[config.mk]
export PLATFORM = sky130hd
export DESIGN_NAME = div_hilo_stage
export DESIGN_NICKNAME = d
export VERILOG_FILES = /design/src/rtl/div_hilo_stage_pkg.sv /design/src/rtl/div_sign_fix.sv /design/src/rtl/div_hilo_stage.sv
export SDC_FILE = /design/constraint.sdc
export NUM_CORES = 1
export LEC_CHECK = 0
export ABC_AREA = 1
export CELL_PAD_IN_SITES_DETAIL_PLACEMENT = 0
export CELL_PAD_IN_SITES_GLOBAL_PLACEMENT = 1
export CORE_AREA = 4 4 187 189
export DETAILED_ROUTE_END_ITERATION = 7
export DIE_AREA = 0 0 191 193
export PLACE_DENSITY_LB_ADDON = 0.2
export SYNTH_ARGS = -nofsm -noshare
export SYNTH_HDL_FRONTEND = slang
export SYNTH_SLANG_ARGS = --single-unit
[constraint.sdc]
create_clock -name clock -period 1.4 [get_ports clock]
set_clock_uncertainty 0.05 [all_clocks]
set_input_delay 0.14 -clock clock [delete_from_list [all_inputs] [get_ports clock]]
set_output_delay 0.14 -clock clock [all_outputs]
set_load 0.01 [all_outputs]
[src/rtl/div_hilo_stage_pkg.sv]
// div_hilo_stage_pkg: shared state encoding and constants for the HI/LO divide stage
package div_hilo_stage_pkg;
    localparam int DIV_WIDTH = 32;
    localparam logic [DIV_WIDTH-1:0] DIV_ZERO_QUOT = '1;
    typedef enum logic [1:0] {IDLE, WAIT, WRITE} state_t;
endpackage

[src/rtl/div_sign_fix.sv]
// div_sign_fix: conditional two's-complement negate
//   value  - input operand
//   negate - 1 = output -value, 0 = pass value through
//   result - WIDTH-bit result (wraps, so -MIN == MIN)
module div_sign_fix import div_hilo_stage_pkg::*; #(
    parameter int WIDTH = DIV_WIDTH
) (
    input  logic [WIDTH-1:0] value,
    input  logic             negate,
    output logic [WIDTH-1:0] result
);
    assign result = negate ? -value : value;
endmodule

[src/rtl/div_hilo_stage.sv]
// div_hilo_stage: multi-cycle DIV/DIVU control around an external combinational unsigned divider
//   clock, clear_n        - clock, async active-low reset
//   start, signed_op      - request and signedness, sampled in IDLE
//   dividend, divisor     - operands, sampled with start
//   div_a, div_b          - registered magnitudes to the divider
//   div_q, div_r          - unsigned quotient/remainder from the divider
//   busy, done            - not-IDLE status, one-cycle result pulse
//   div_by_zero           - last completed op had a zero divisor
//   hi_out, lo_out        - remainder (HI) and quotient (LO) registers
module div_hilo_stage import div_hilo_stage_pkg::*; #(
    parameter int WIDTH         = DIV_WIDTH,
    parameter int SETTLE_CYCLES = 2
) (
    input  logic             clock,
    input  logic             clear_n,
    input  logic             start,
    input  logic             signed_op,
    input  logic [WIDTH-1:0] dividend,
    input  logic [WIDTH-1:0] divisor,
    output logic [WIDTH-1:0] div_a,
    output logic [WIDTH-1:0] div_b,
    input  logic [WIDTH-1:0] div_q,
    input  logic [WIDTH-1:0] div_r,
    output logic             busy,
    output logic             done,
    output logic             div_by_zero,
    output logic [WIDTH-1:0] hi_out,
    output logic [WIDTH-1:0] lo_out
);
    state_t state, state_d;
    logic [3:0] cnt;
    logic neg_a, neg_b, sign_q, sign_r, zero;
    logic [WIDTH-1:0] raw_a, mag_a, mag_b, fix_q, fix_r;
    logic accept;

    assign neg_a  = signed_op & dividend[WIDTH-1];
    assign neg_b  = signed_op & divisor[WIDTH-1];
    assign accept = state == IDLE && start;
    assign busy   = state != IDLE;

    div_sign_fix #(.WIDTH(WIDTH)) u_fix_a (.value(dividend), .negate(neg_a),  .result(mag_a));
    div_sign_fix #(.WIDTH(WIDTH)) u_fix_b (.value(divisor),  .negate(neg_b),  .result(mag_b));
    div_sign_fix #(.WIDTH(WIDTH)) u_fix_q (.value(div_q),    .negate(sign_q), .result(fix_q));
    div_sign_fix #(.WIDTH(WIDTH)) u_fix_r (.value(div_r),    .negate(sign_r), .result(fix_r));

    always_ff @(posedge clock or negedge clear_n) begin
        if (!clear_n) state <= IDLE;
        else          state <= state_d;
    end

    // a zero divisor skips WAIT so the divider never sees div_b == 0 while settling
    always_comb begin
        state_d = IDLE;
        state_d = state == IDLE ? (start ? (divisor == '0 ? WRITE : WAIT) : IDLE) :
                  state == WAIT ? (cnt == '0 ? WRITE : WAIT) : IDLE;
    end

    always_ff @(posedge clock or negedge clear_n) begin
        if (!clear_n) begin
            cnt         <= '0;
            div_a       <= '0;
            div_b       <= '0;
            sign_q      <= 1'b0;
            sign_r      <= 1'b0;
            zero        <= 1'b0;
            raw_a       <= '0;
            done        <= 1'b0;
            div_by_zero <= 1'b0;
            hi_out      <= '0;
            lo_out      <= '0;
        end else begin
            done <= state == WRITE;
            if (accept) begin
                div_a  <= mag_a;
                div_b  <= mag_b;
                sign_q <= neg_a ^ neg_b;
                sign_r <= neg_a;
                raw_a  <= dividend;
                zero   <= divisor == '0;
                cnt    <= 4'(SETTLE_CYCLES - 1);
            end
            if (state == WAIT && cnt != '0) cnt <= cnt - 1'b1;
            if (state == WRITE) begin
                lo_out      <= zero ? WIDTH'(DIV_ZERO_QUOT) : fix_q;
                hi_out      <= zero ? raw_a : fix_r;
                div_by_zero <= zero;
            end
        end
    end
endmodule

Word level (Yosys, flattened, before mapping). Index checks and enable logic that the tools add are counted.

Multiplexer cells: 13. Equal/unequal tests: 2. Add/sub/neg operators: 5. Bitwise gates (word level): 3. Reduce and logical (&&, ||, !) cells: 8.

Operators by type and width (number): 32-bit 2-to-1 mux (6); 32-bit negator (4); 32-bit zero test (1); 2-bit 2-to-1 mux (5); 4-bit 2-to-1 mux (2); 4-bit zero test (1); 2-bit nonzero test (2); 4-bit nonzero test (1); 4-bit by 1-bit subtractor with 4-bit output, second input constant (1); 1-bit bitwise AND (2); 2-bit by 1-bit == test with 1-bit output, second input constant (1); 2-bit == test, second input constant (1); 1-bit logical AND (2); 2-bit zero test (1); 1-bit bitwise XOR (1).

Output and inout bits: 131. Register bits: 171. Input port bits: 132.

Depth between registers and ports, before layout. Gate-level depths: netlist of the first run.

Depth in word-level cells: 4. Mapped depth: 11. Mapped depth without buffers: 11.

Cells and area by module. From an unflattened synthesis of the first run, not the netlist that was laid out.

Cells, all modules: 1707. Area, all modules: 11204.5 um2.

Modules (own cells, without submodules): div_hilo_stage (times used 1, area an instance 7009.2 um2, cells an instance 806); div_sign_fix (u_fix_b ...) (times used 3, area an instance 1052.3 um2, cells an instance 225); div_sign_fix (u_fix_a) (times used 1, area an instance 1038.5 um2, cells an instance 226).

Least setup slack after synthesis of the first run. OpenSTA, ideal clock, no wires.

Path kind: register -> register. Start point: register state[0]. End point: register div_a[16]. Arrival time: 1.192 ns. Data required time: 1.223 ns. Library setup time: 0.127 ns. Path buffers: 2. Cell stages (with the launch flop): 7. Path slack: 0.031 ns. Path through: dfrtp_1 nor2_2 nand2_2 buf_6 buf_2 a22oi_1 o21ai_1.

Cells in the longest elaborated chain, start to end: 2.

Ends and longest elaborated chain: from (decl) (RTL line div_hilo_stage.sv:30) `state_t state, state_d;`; from (signal assigned) (RTL line div_hilo_stage.sv:48) `else state <= state_d;`; 2-bit zero test (RTL line div_hilo_stage.sv:38) `assign accept = state == IDLE && start;`; 1-bit logical AND (RTL line div_hilo_stage.sv:38); to (signal assigned) (RTL line div_hilo_stage.sv:74) `div_a <= mag_a;`; to (decl) (RTL line div_hilo_stage.sv:20) `output logic [WIDTH-1:0] div_a,`.

No other way between the ends. A chain may end at the register's enable or synchronous reset.

Worst setup path after layout of the first run.
Start point: register state[0]. End point: register div_b[26].

Cells in the longest elaborated chain, start to end: 2.

Ends and longest elaborated chain: 2-bit zero test (RTL line div_hilo_stage.sv:38); 1-bit logical AND (RTL line div_hilo_stage.sv:38); to (signal assigned) (RTL line div_hilo_stage.sv:75) `div_b <= mag_b;`; to (decl) (RTL line div_hilo_stage.sv:21) `output logic [WIDTH-1:0] div_b,`.

No other way between the ends.

==> metrics.txt, run 1 <==
ys flop type=dfrtp_1; Final #Nets=2,193; clock sink count=170; Port Buffers=262; Final ANT Viol Nets=0; Setup WS post-layout=-0.174 ns; Synth Register Bits=170; status=finished with violations; Root Buffer=clkbuf_16; Setup crit start kind=flip-flop; vias in the first global route=12,000; Final GP Congestion=0.879; Vias/cell=4.81; sequential fraction of the synthesis area=0.403; post-route cell area=18,600 um^2; clock network fraction of total power=0.164; Int Power=18.7 mW; Synth Instances=1,497; Worst setup EP type=flip-flop; Initial Util=0.317; Skew-Pair Late Insertion Delay=0.44 ns; grt ovf=0; P_sw=12.8 mW; Synth warnings=0; most frequent cells in the layout=nand2_1 (345), buf_4 (237), dfrtp_1 (166); Max Freq=0.635 GHz; TritonCTS clock tree=done; initial drt markers=631; initial antenna violation count=0; setup TNS=-13.73 ns; kind of critical path=flip-flop to flip-flop; largest net degree at the start of global routing=56; Overall Power=31.5 mW; core area=33,300 um^2; synthesized cell area=10,600 um^2; synthesis-to-layout area growth=75.8%; Total GRT Usage=0.222; global-route wire length before repair=64,700 um; EDFF count, synth=0; Hold/Removal Path Class=primary input to flip-flop; failing checks=setup timing; Vias=12,100; CP Max Fanout=6; worst slew pin tran=0.454 ns; switching share of power=0.407; Reg power frac=0.289; syn nets=1,634; worst slew margin relative to its limit=0.697; Combinational Power Share=0.547; Period Utilization, post-route=1.12; setup violators final=162; VDD IR max=1.05 mV; antenna cell count=0; Die Height=193 um; RSZ-0062 raised after global routing=yes; Max Cap Viol=0; Pwr Density=1700 nW/um^2; final hold violations=0; Die Wd=191 um; commonest non-fill, non-tap cell in the layout=nand2_1; # fillers=3,197; Worst EP arrival=1.90 ns; mean routed wirelength per cell=17.0 um; DRC errors left=0; first drt pass iteration count=5; io pins=263; floorplan row count=67; share of cells above drive strength 1=0.341; LEAKAGE=9.04 nW; mean area per synthesized cell=7.06 um^2; hold slack=0.0325 ns; post-route minimum period=1.57 ns; CTS H-tree lvls=4; CTS clk-pin slew, worst paths=0.08 ns; CTS max path bufs=2; cts bufs inserted=17; CP required=1.73 ns; die area=36,900 um^2; Synth cell types=51; Placed Area=15,600 um^2; Routed WL=42,900 um; asr flop ratio synth=1.00; Slew Limit Fails=0; Detailed Place HPWL=30,300 um
[through the flow]
step                      utilization  instances  setup slack [ns]
after global placement          0.469       2417            -0.678
after global routing            0.558       2516            -0.239
after detailed placement        0.469       2417            -0.666
final                           0.558       2516            -0.174
after floorplan                     -       1497            0.0314
after CTS                       0.526       2498            -0.201
[power by group through the flow]
stage	sequential (mW)	clock [mW]	combinational [mW]
5_1_grt	9.38	5.48	18.8
3_3_place_gp	8.88	0	13.8
3_5_place_dp	8.91	0	13.9
4_1_cts	8.85	5.28	15.6
2_1_floorplan	9.30	0	6.01
6_report	9.10	5.17	17.2
[cells in the mapped netlist (5+ instances only)]
| library cell | count | area, um^2 |
|---|---|---|
| nand3_2 | 6 | 60.1 |
| buf_4 | 10 | 75.1 |
| inv_1 | 147 | 552 |
| a31oi_1 | 5 | 31.3 |
| o21ai_0 | 83 | 415 |
| clkbuf_1 | 12 | 45.0 |
| or2_2 | 12 | 75.1 |
| buf_2 | 27 | 135 |
| nor2_1 | 139 | 522 |
| nor2_2 | 19 | 119 |
| a21oi_1 | 46 | 230 |
| nor3_1 | 15 | 75.1 |
| inv_2 | 19 | 71.3 |
| o211ai_1 | 10 | 75.1 |
| nor2_4 | 8 | 90.1 |
| xor2_1 | 23 | 201 |
| nand2_1 | 440 | 1650 |
| nand3_1 | 168 | 841 |
| ha_1 | 5 | 62.6 |
| nand4_1 | 34 | 213 |
| o22ai_1 | 9 | 56.3 |
| nand2_2 | 15 | 93.8 |
| o21ai_1 | 23 | 115 |
| dfrtp_1 | 170 | 4250 |
[cell families after synthesis]
kind of cell               after synthesis  share of synthesized area
AOI/OAI and AO/OA                      199                      0.109
xor gates and xnor gates                26                     0.0216
adders and majority gates                5                    0.00592
buffers and inverters                  220                     0.0870
DFF                                    170                      0.403
and+or+nand+nor                        877                      0.373
[state kept, by name (all words and copies together) (netlist names), 2 cells and up]
register	count
cnt	4
div_a	32
div_b	32
hi_out	32
lo_out	32
raw_a	31
state	2
[final timing paths]
kind	slack (ns)	depth (start not counted)	end	startpoint
min reg2reg	0.42	2	hi_out[20]	hi_out[20]
max	-0.17	9	div_b[26]	state[0]
min	0.03	3	div_a[1]	dividend[1]
max reg2reg	-0.17	9	div_b[26]	state[0]
max in group asynchronous	0.64	3	div_b[28]	clear_n
min in group asynchronous	0.06	2	lo_out[26]	clear_n
[timing repair]
action,CTS,global route
pin swaps,52,84
endpoints found under the setup margin,255,173
hold buffers,1,0
endpoints found under the hold margin,170,0
resized for setup,371,256
buffers inserted,36,16
gates cloned,15,14
[cell type report]
class	instances	area, um^2	area share
multi-input cells	1109	6630	0.357
clock inverters	14	184	0.00990
repair inverters	1	6.26	0.000337
clock buffers	17	425	0.0229
inverters	166	651	0.0350
flip-flops and latches	170	4260	0.229
repair buffers	591	5860	0.315
well taps	448	561	0.0302
[critical path: stages (launching register included)]
cell	delay (ns)
dfrtp_2	0.43
nor2_4	0.14
buf_6	0.14
nand2_8	0.10
clkinv_8	0.11
buf_12	0.13
buf_12	0.12
clkbuf_16	0.15
nand3_2	0.07
nand2_1	0.06
[routing by layer]
layer,GRT usage,wire (um),share of wire,vias up
met1,0.325,21000,0.49,5755
met4,0.0492,516,0.012,0
met5,0,0,0,-
li1,-,-,-,6014
met3,0.0324,1890,0.044,31
met2,0.351,19500,0.45,305
(Power assumes the default switching activity.)
==> run 2: changes to the inputs <==
==> constraint.sdc (replaced) <==
create_clock -name clock -period 1.4 [get_ports clock]
set_clock_uncertainty 0.05 [all_clocks]
set_input_delay 0.14 -clock clock [delete_from_list [all_inputs] [get_ports clock]]
set_output_delay 0.14 -clock clock [all_outputs]
set_load 0.02 [all_outputs]
==> run 2 against run 1 <==
  * The run still ends with setup timing left
  * Routed wire length is 1.0% higher
  * Total power grew 4.4%
  * Cell count did not move
  * Sequential cell count unchanged
  * Clock power shrank 8.5%
  * Combinational power is 10% higher
  * Utilization increased by 1.0 points
  * Register-to-register slack better by 0.02 ns
  * Via count rose by 0.74%
  * Highest routed layer unchanged
  * Non-clock buffer count is 2 higher
  * Die area unchanged
  * Critical path type unchanged
  * First-iteration DRC count down 4.4%
==> metrics.txt, run 2 (synthesis results as in run 1) <==
status=finished with violations; failing checks=setup timing; commonest non-fill, non-tap cell in the layout=nand2_1; initial drt markers=603 (-4.4%); CP Max Fanout=8 (+2); core area=33,300 um^2 (unchanged); CTS H-tree lvls=4 (unchanged); vias in the first global route=12,100 (+0.49%); Pwr Density=1740 nW/um^2 (+2.4%); reg2reg path depth=8 (-1); Root Buffer=clkbuf_16; TritonCTS clock tree=done; Setup crit start kind=flip-flop; Routed WL=43,300 um (+1.0%); most frequent cells in the layout=nand2_1 (317), buf_4 (236), dfrtp_1 (166); Die Height=193 um (unchanged); CP required=1.67 ns (-0.06 ns); LEAKAGE=9.11 nW (+0.80%); Die Wd=191 um (unchanged); Period Utilization, post-route=1.11 (-0.0128); kind of critical path=flip-flop to flip-flop; Setup WS post-layout=-0.156 ns (+0.0179 ns); Final GP Congestion=0.892 (+1.5%); worst slew margin relative to its limit=0.753 (+0.0562); antenna cell count=0 (unchanged); Overall Power=32.9 mW (+4.4%); RSZ-0062 raised after global routing=yes; grt ovf=0 (unchanged); Slew Limit Fails=0 (unchanged); Vias/cell=4.85 (+0.74%); Detailed Place HPWL=30,500 um (+0.41%); Final #Nets=2,193 (unchanged); cts bufs inserted=17 (unchanged); worst slew pin tran=0.368 ns (-0.0857 ns); first drt pass iteration count=5 (unchanged); initial antenna violation count=0 (unchanged); mean routed wirelength per cell=17.2 um (+1.0%); hold depth=3 (unchanged); Skew-Pair Late Insertion Delay=0.43 ns (about the same); Max Freq=0.643 GHz (+1.2%); Port Buffers=262 (unchanged); global-route wire length before repair=65,100 um (+0.53%); post-route cell area=18,900 um^2 (+1.9%); VDD IR max=1.03 mV (-2.4%); setup TNS=-10.11 ns (+3.62 ns); final hold violations=0 (unchanged); CTS max path bufs=2 (unchanged); Initial Util=0.317 (unchanged); clock sink count=170 (unchanged); Placed Area=15,700 um^2 (+0.46%); Worst setup EP type=flip-flop; CTS clk-pin slew, worst paths=0.07 ns (about the same); die area=36,900 um^2 (unchanged); final core occ=0.569 (+0.0105); Max Cap Viol=0 (unchanged); Total GRT Usage=0.222 (-0.000507); post-route minimum period=1.56 ns (-0.0179 ns); synthesis-to-layout area growth=79.1%; Hold/Removal Path Class=primary input to flip-flop; setup violators final=162 (unchanged); floorplan row count=67 (unchanged); DRC errors left=0 (unchanged); io pins=263 (unchanged); Final ANT Viol Nets=0 (unchanged); share of cells above drive strength 1=0.376 (+0.0343); Worst EP arrival=1.83 ns (-0.07 ns); Vias=12,200 (+0.74%); largest net degree at the start of global routing=44 (-21%)
[run 2: cell types whose count changed in the layout (fill, tap and decap cells not counted), moves of 7 or more]
cell and change:
nor2_4 +8, dlygate4sd2_1 -33, nand2_4 +9, nor2_2 +10
buf_8 +12, clkdlybuf4s50_1 -9, clkdlybuf4s15_1 +22, nand2_2 +17
nor2_1 -18, buf_6 -7, dlymetal6s2s_1 +7, nand2_1 -28
clkbuf_2 +12
[run 2: routing by layer]
layer,up-vias,global-route usage,share of wire
li1,5998,-,-
met1,5810,0.323,0.47
met2,339,0.350,0.46
met3,48,0.0331,0.052
met4,0,0.0492,0.015
met5,-,0,0
[run 2: repair_timing]
| item | in CTS | in global routing |
|---|---|---|
| endpoints found under the setup margin | 263 | 189 |
| hold buffers | 1 | 0 |
| setup buffers | 23 | 23 |
| gates resized for setup | 410 | 351 |
| pin swaps | 91 | 101 |
| hold endpoints to repair | 170 | 0 |
| cloned | 15 | 12 |
[run 2: worst paths after layout]
path,from,end,slack [ns]
worst min register to register,hi_out[22],hi_out[22],0.42
worst max register to register,state[0],raw_a[30],-0.16
min in group asynchronous,clear_n,lo_out[26],0.11
max in group asynchronous,clear_n,hi_out[26],0.59
worst max-delay path,state[0],raw_a[30],-0.16
worst min-delay path,divisor[1],div_b[1],0.03
[run 2: stage by stage]
step                cells  setup slack, ns  hold slack (ns)
global route         2516           -0.221           0.0215
CTS                  2489           -0.199           0.0919
floorplan            1497           0.0314           -0.206
detailed placement   2420           -0.640         0.000658
finish               2516           -0.156           0.0328
global placement     2420           -0.622          0.00114
[run 2: cell type report]
cell class	count	area (um^2)
Sequential cell	170	4260
Fill cell	3179	14400
Tap cell	448	561
Timing Repair Buffer	593	5950
Multi-Input combinational cell	1108	6930
Clock inverter	9	90.1
Inverter	166	658
Clock buffer	22	474
[run 2: worst max-delay path, cell delays in order (launching register included)]
cell and delay [ns]:
dfrtp_2 0.44, nor2_4 0.14, buf_6 0.12, nand2_8 0.11, buf_12 0.20, buf_12 0.14, nor2_4 0.08, buf_6 0.11
a21oi_2 0.03
[run 2: where the power goes]
part | switching (mW) | internal (mW) | total [mW]
registers | 1.86 | 7.29 | 9.14
clock network | 2.13 | 2.59 | 4.73
logic | 10.2 | 8.74 | 19.0
==> run 3: changes to the inputs <==
--- a/config.mk
+++ b/config.mk
@@ -12,6 +12,7 @@
 export DETAILED_ROUTE_END_ITERATION = 7
 export DIE_AREA = 0 0 191 193
 export PLACE_DENSITY_LB_ADDON = 0.2
+export RECOVER_POWER = 25
 export SYNTH_ARGS = -nofsm -noshare
 export SYNTH_HDL_FRONTEND = slang
 export SYNTH_SLANG_ARGS = --single-unit
==> run 3 against run 2 <==
  * Global-route usage is the same
  * Sequential share of layout area about the same
  * Critical path depth is the same
  * Total power hardly changed
  * The flow still finishes with violations (setup timing)
  * Sequential cell count unchanged
  * Cell count is the same
  * Sequential power is essentially flat
  * Critical endpoint unchanged
  * Worst hold slack got worse by 0.0059 ns
  * Register-to-register slack about the same
  * Largest power group unchanged
  * Clock-buffer cell count stayed put
  * Worst setup slack worse by 0.0025 ns
  * Die area is the same
==> metrics.txt, run 3 (synthesis results as in run 1) <==
Period Utilization, post-route=1.11 (+0.00176); initial antenna violation count=0 (unchanged); met3 Usage GRT=0.0331 (unchanged); mean routed wirelength per cell=17.2 um (about the same); Final #Nets=2,193 (unchanged); grt ovf=0 (unchanged); Die Wd=191 um (unchanged); Root Buffer=clkbuf_16; Setup crit start kind=flip-flop; setup TNS=-10.23 ns (-0.117 ns); CP required=1.67 ns (about the same); CP max-delay cell=dfrtp_2; Vias/cell=4.85 (+0.16%); setup violators final=162 (unchanged); kind of critical path=flip-flop to flip-flop; Hold/Removal Path Class=primary input to flip-flop; worst slew margin relative to its limit=0.444 (-0.309); register area=4260 um^2 (unchanged); Die Height=193 um (unchanged); Total GRT Usage=0.222 (unchanged); floorplan row count=67 (unchanged); vias in the first global route=12,100 (unchanged); Port Buffers=262 (unchanged); CP max stage delay=0.44 ns (about the same); global route hottest layer=met2; status=finished with violations; failing checks=setup timing; final hold violations=0 (unchanged); CP Max Fanout=8 (unchanged); critical path cell sequence=nor2_4, buf_6, nand2_8, buf_12, buf_12, nor2_4, buf_6, a21oi_2; worst slew pin tran=0.835 ns (+0.467 ns); cts bufs inserted=17 (unchanged); Vias=12,200 (+0.16%); Initial Util=0.317 (unchanged); global-route wire length before repair=65,100 um (unchanged); Routed WL=43,300 um (about the same); Pwr Density=1740 nW/um^2 (+0.19%); # fillers=3,181 (+0.063%); clock sink count=170 (unchanged); largest net degree at the start of global routing=44 (unchanged); share of cells above drive strength 1=0.376 (unchanged); Worst EP arrival=1.83 ns (about the same); Slew Limit Fails=0 (unchanged); Worst setup EP type=flip-flop; Skew-Pair Late Insertion Delay=0.43 ns (about the same); VDD IR max=1.03 mV (+0.15%); Post-Layout Cell Count=2,516 (unchanged); commonest non-fill, non-tap cell in the layout=nand2_1; Final ANT Viol Nets=0 (unchanged); most frequent cells in the layout=nand2_1 (317), buf_4 (237), dfrtp_1 (166); Detailed Place HPWL=30,500 um (unchanged); CTS H-tree lvls=4 (unchanged); grt met1 use=0.323 (unchanged); core area=33,300 um^2 (unchanged); DRC errors left=0 (unchanged); Setup WS post-layout=-0.159 ns (-0.00247 ns); Max Freq=0.642 GHz (-0.16%); TritonCTS clock tree=done; initial drt markers=522 (-13%); RSZ-0062 raised after global routing=yes; first drt pass iteration count=5 (unchanged); Cells after DPL=2,420 (unchanged); CTS max path bufs=2 (unchanged); antenna cell count=0 (unchanged); M2 GR Usage=0.350 (unchanged); io pins=263 (unchanged); Place WS=-0.640 ns (unchanged); LEAKAGE=9.10 nW (-0.12%); Multi-input gate area=6930 um^2 (unchanged); CTS clk-pin slew, worst paths=0.07 ns (about the same); Max Cap Viol=0 (unchanged); post-route minimum period=1.56 ns (+0.00247 ns); die area=36,900 um^2 (unchanged); Final GP Congestion=0.892 (unchanged); synthesis-to-layout area growth=78.8%
run 3: changes by cell type in the layout (fill, tap and decap cells not counted):
cell / change
clkbuf_2: +1
clkbuf_4: +1
buf_12: -2
buf_4: +1
buf_6: -1
run 3: metal layers:
| layer | wire (um) | part of all wire |
|---|---|---|
| met5 | 0 | 0 |
| met4 | 650 | 0.015 |
| met3 | 2130 | 0.049 |
| met2 | 20000 | 0.46 |
| met1 | 20500 | 0.47 |
run 3: critical path: cells and delay by family (launching register included):
family,cells,cell delay (ns)
AO/OA/AOI/OAI,1,0.03
buffers and inverters,4,0.57
AND/OR/NAND/NOR,3,0.34
flip-flops,1,0.44
run 3: timing repair:
item,CTS,global route
endpoints found under the setup margin,263,189
setup buffers,23,23
cloned,15,12
hold buffers,1,0
pin swaps,91,101
hold endpoints to repair,170,0
resized for setup,410,351
run 3: through the flow:
stage	cell area, um^2	hold WS (ns)	power (mW)	util
global route	18900	0.0215	35.0	0.568
global placement	15700	0.00114	24.2	0.471
detailed placement	15700	0.000658	24.3	0.471
CTS	17600	0.0919	30.8	0.528
floorplan	10600	-0.206	16.7	-
finish	18900	0.0268	32.9	0.568
run 3: area by class of cell:
type,count,area share
Clock buffer,22,0.0251
Clock inverter,9,0.00477
Inverter,166,0.0348
Multi-Input combinational cell,1108,0.367
Sequential cell,170,0.225
Tap cell,448,0.0297
Timing Repair Buffer,593,0.313
run 3: report_power, final:
part	internal [mW]	switching, mW	total, mW	leakage [nW]
Sequential	7.29	1.87	9.15	2.04
Clock	2.59	2.14	4.73	0.273
Combinational	8.73	10.2	19.0	6.79
Total	18.6	14.2	32.9	9.10
run 3: worst paths after layout:
path,startpoint,end,slack [ns],cells past startpoint
min in group asynchronous,clear_n,lo_out[26],0.27,2
worst max register to register,state[0],raw_a[30],-0.16,8
worst max-delay path,state[0],raw_a[30],-0.16,8
worst min-delay path,divisor[1],div_b[1],0.03,3
worst min register to register,hi_out[22],hi_out[22],0.42,2
max in group asynchronous,clear_n,div_b[26],0.17,3
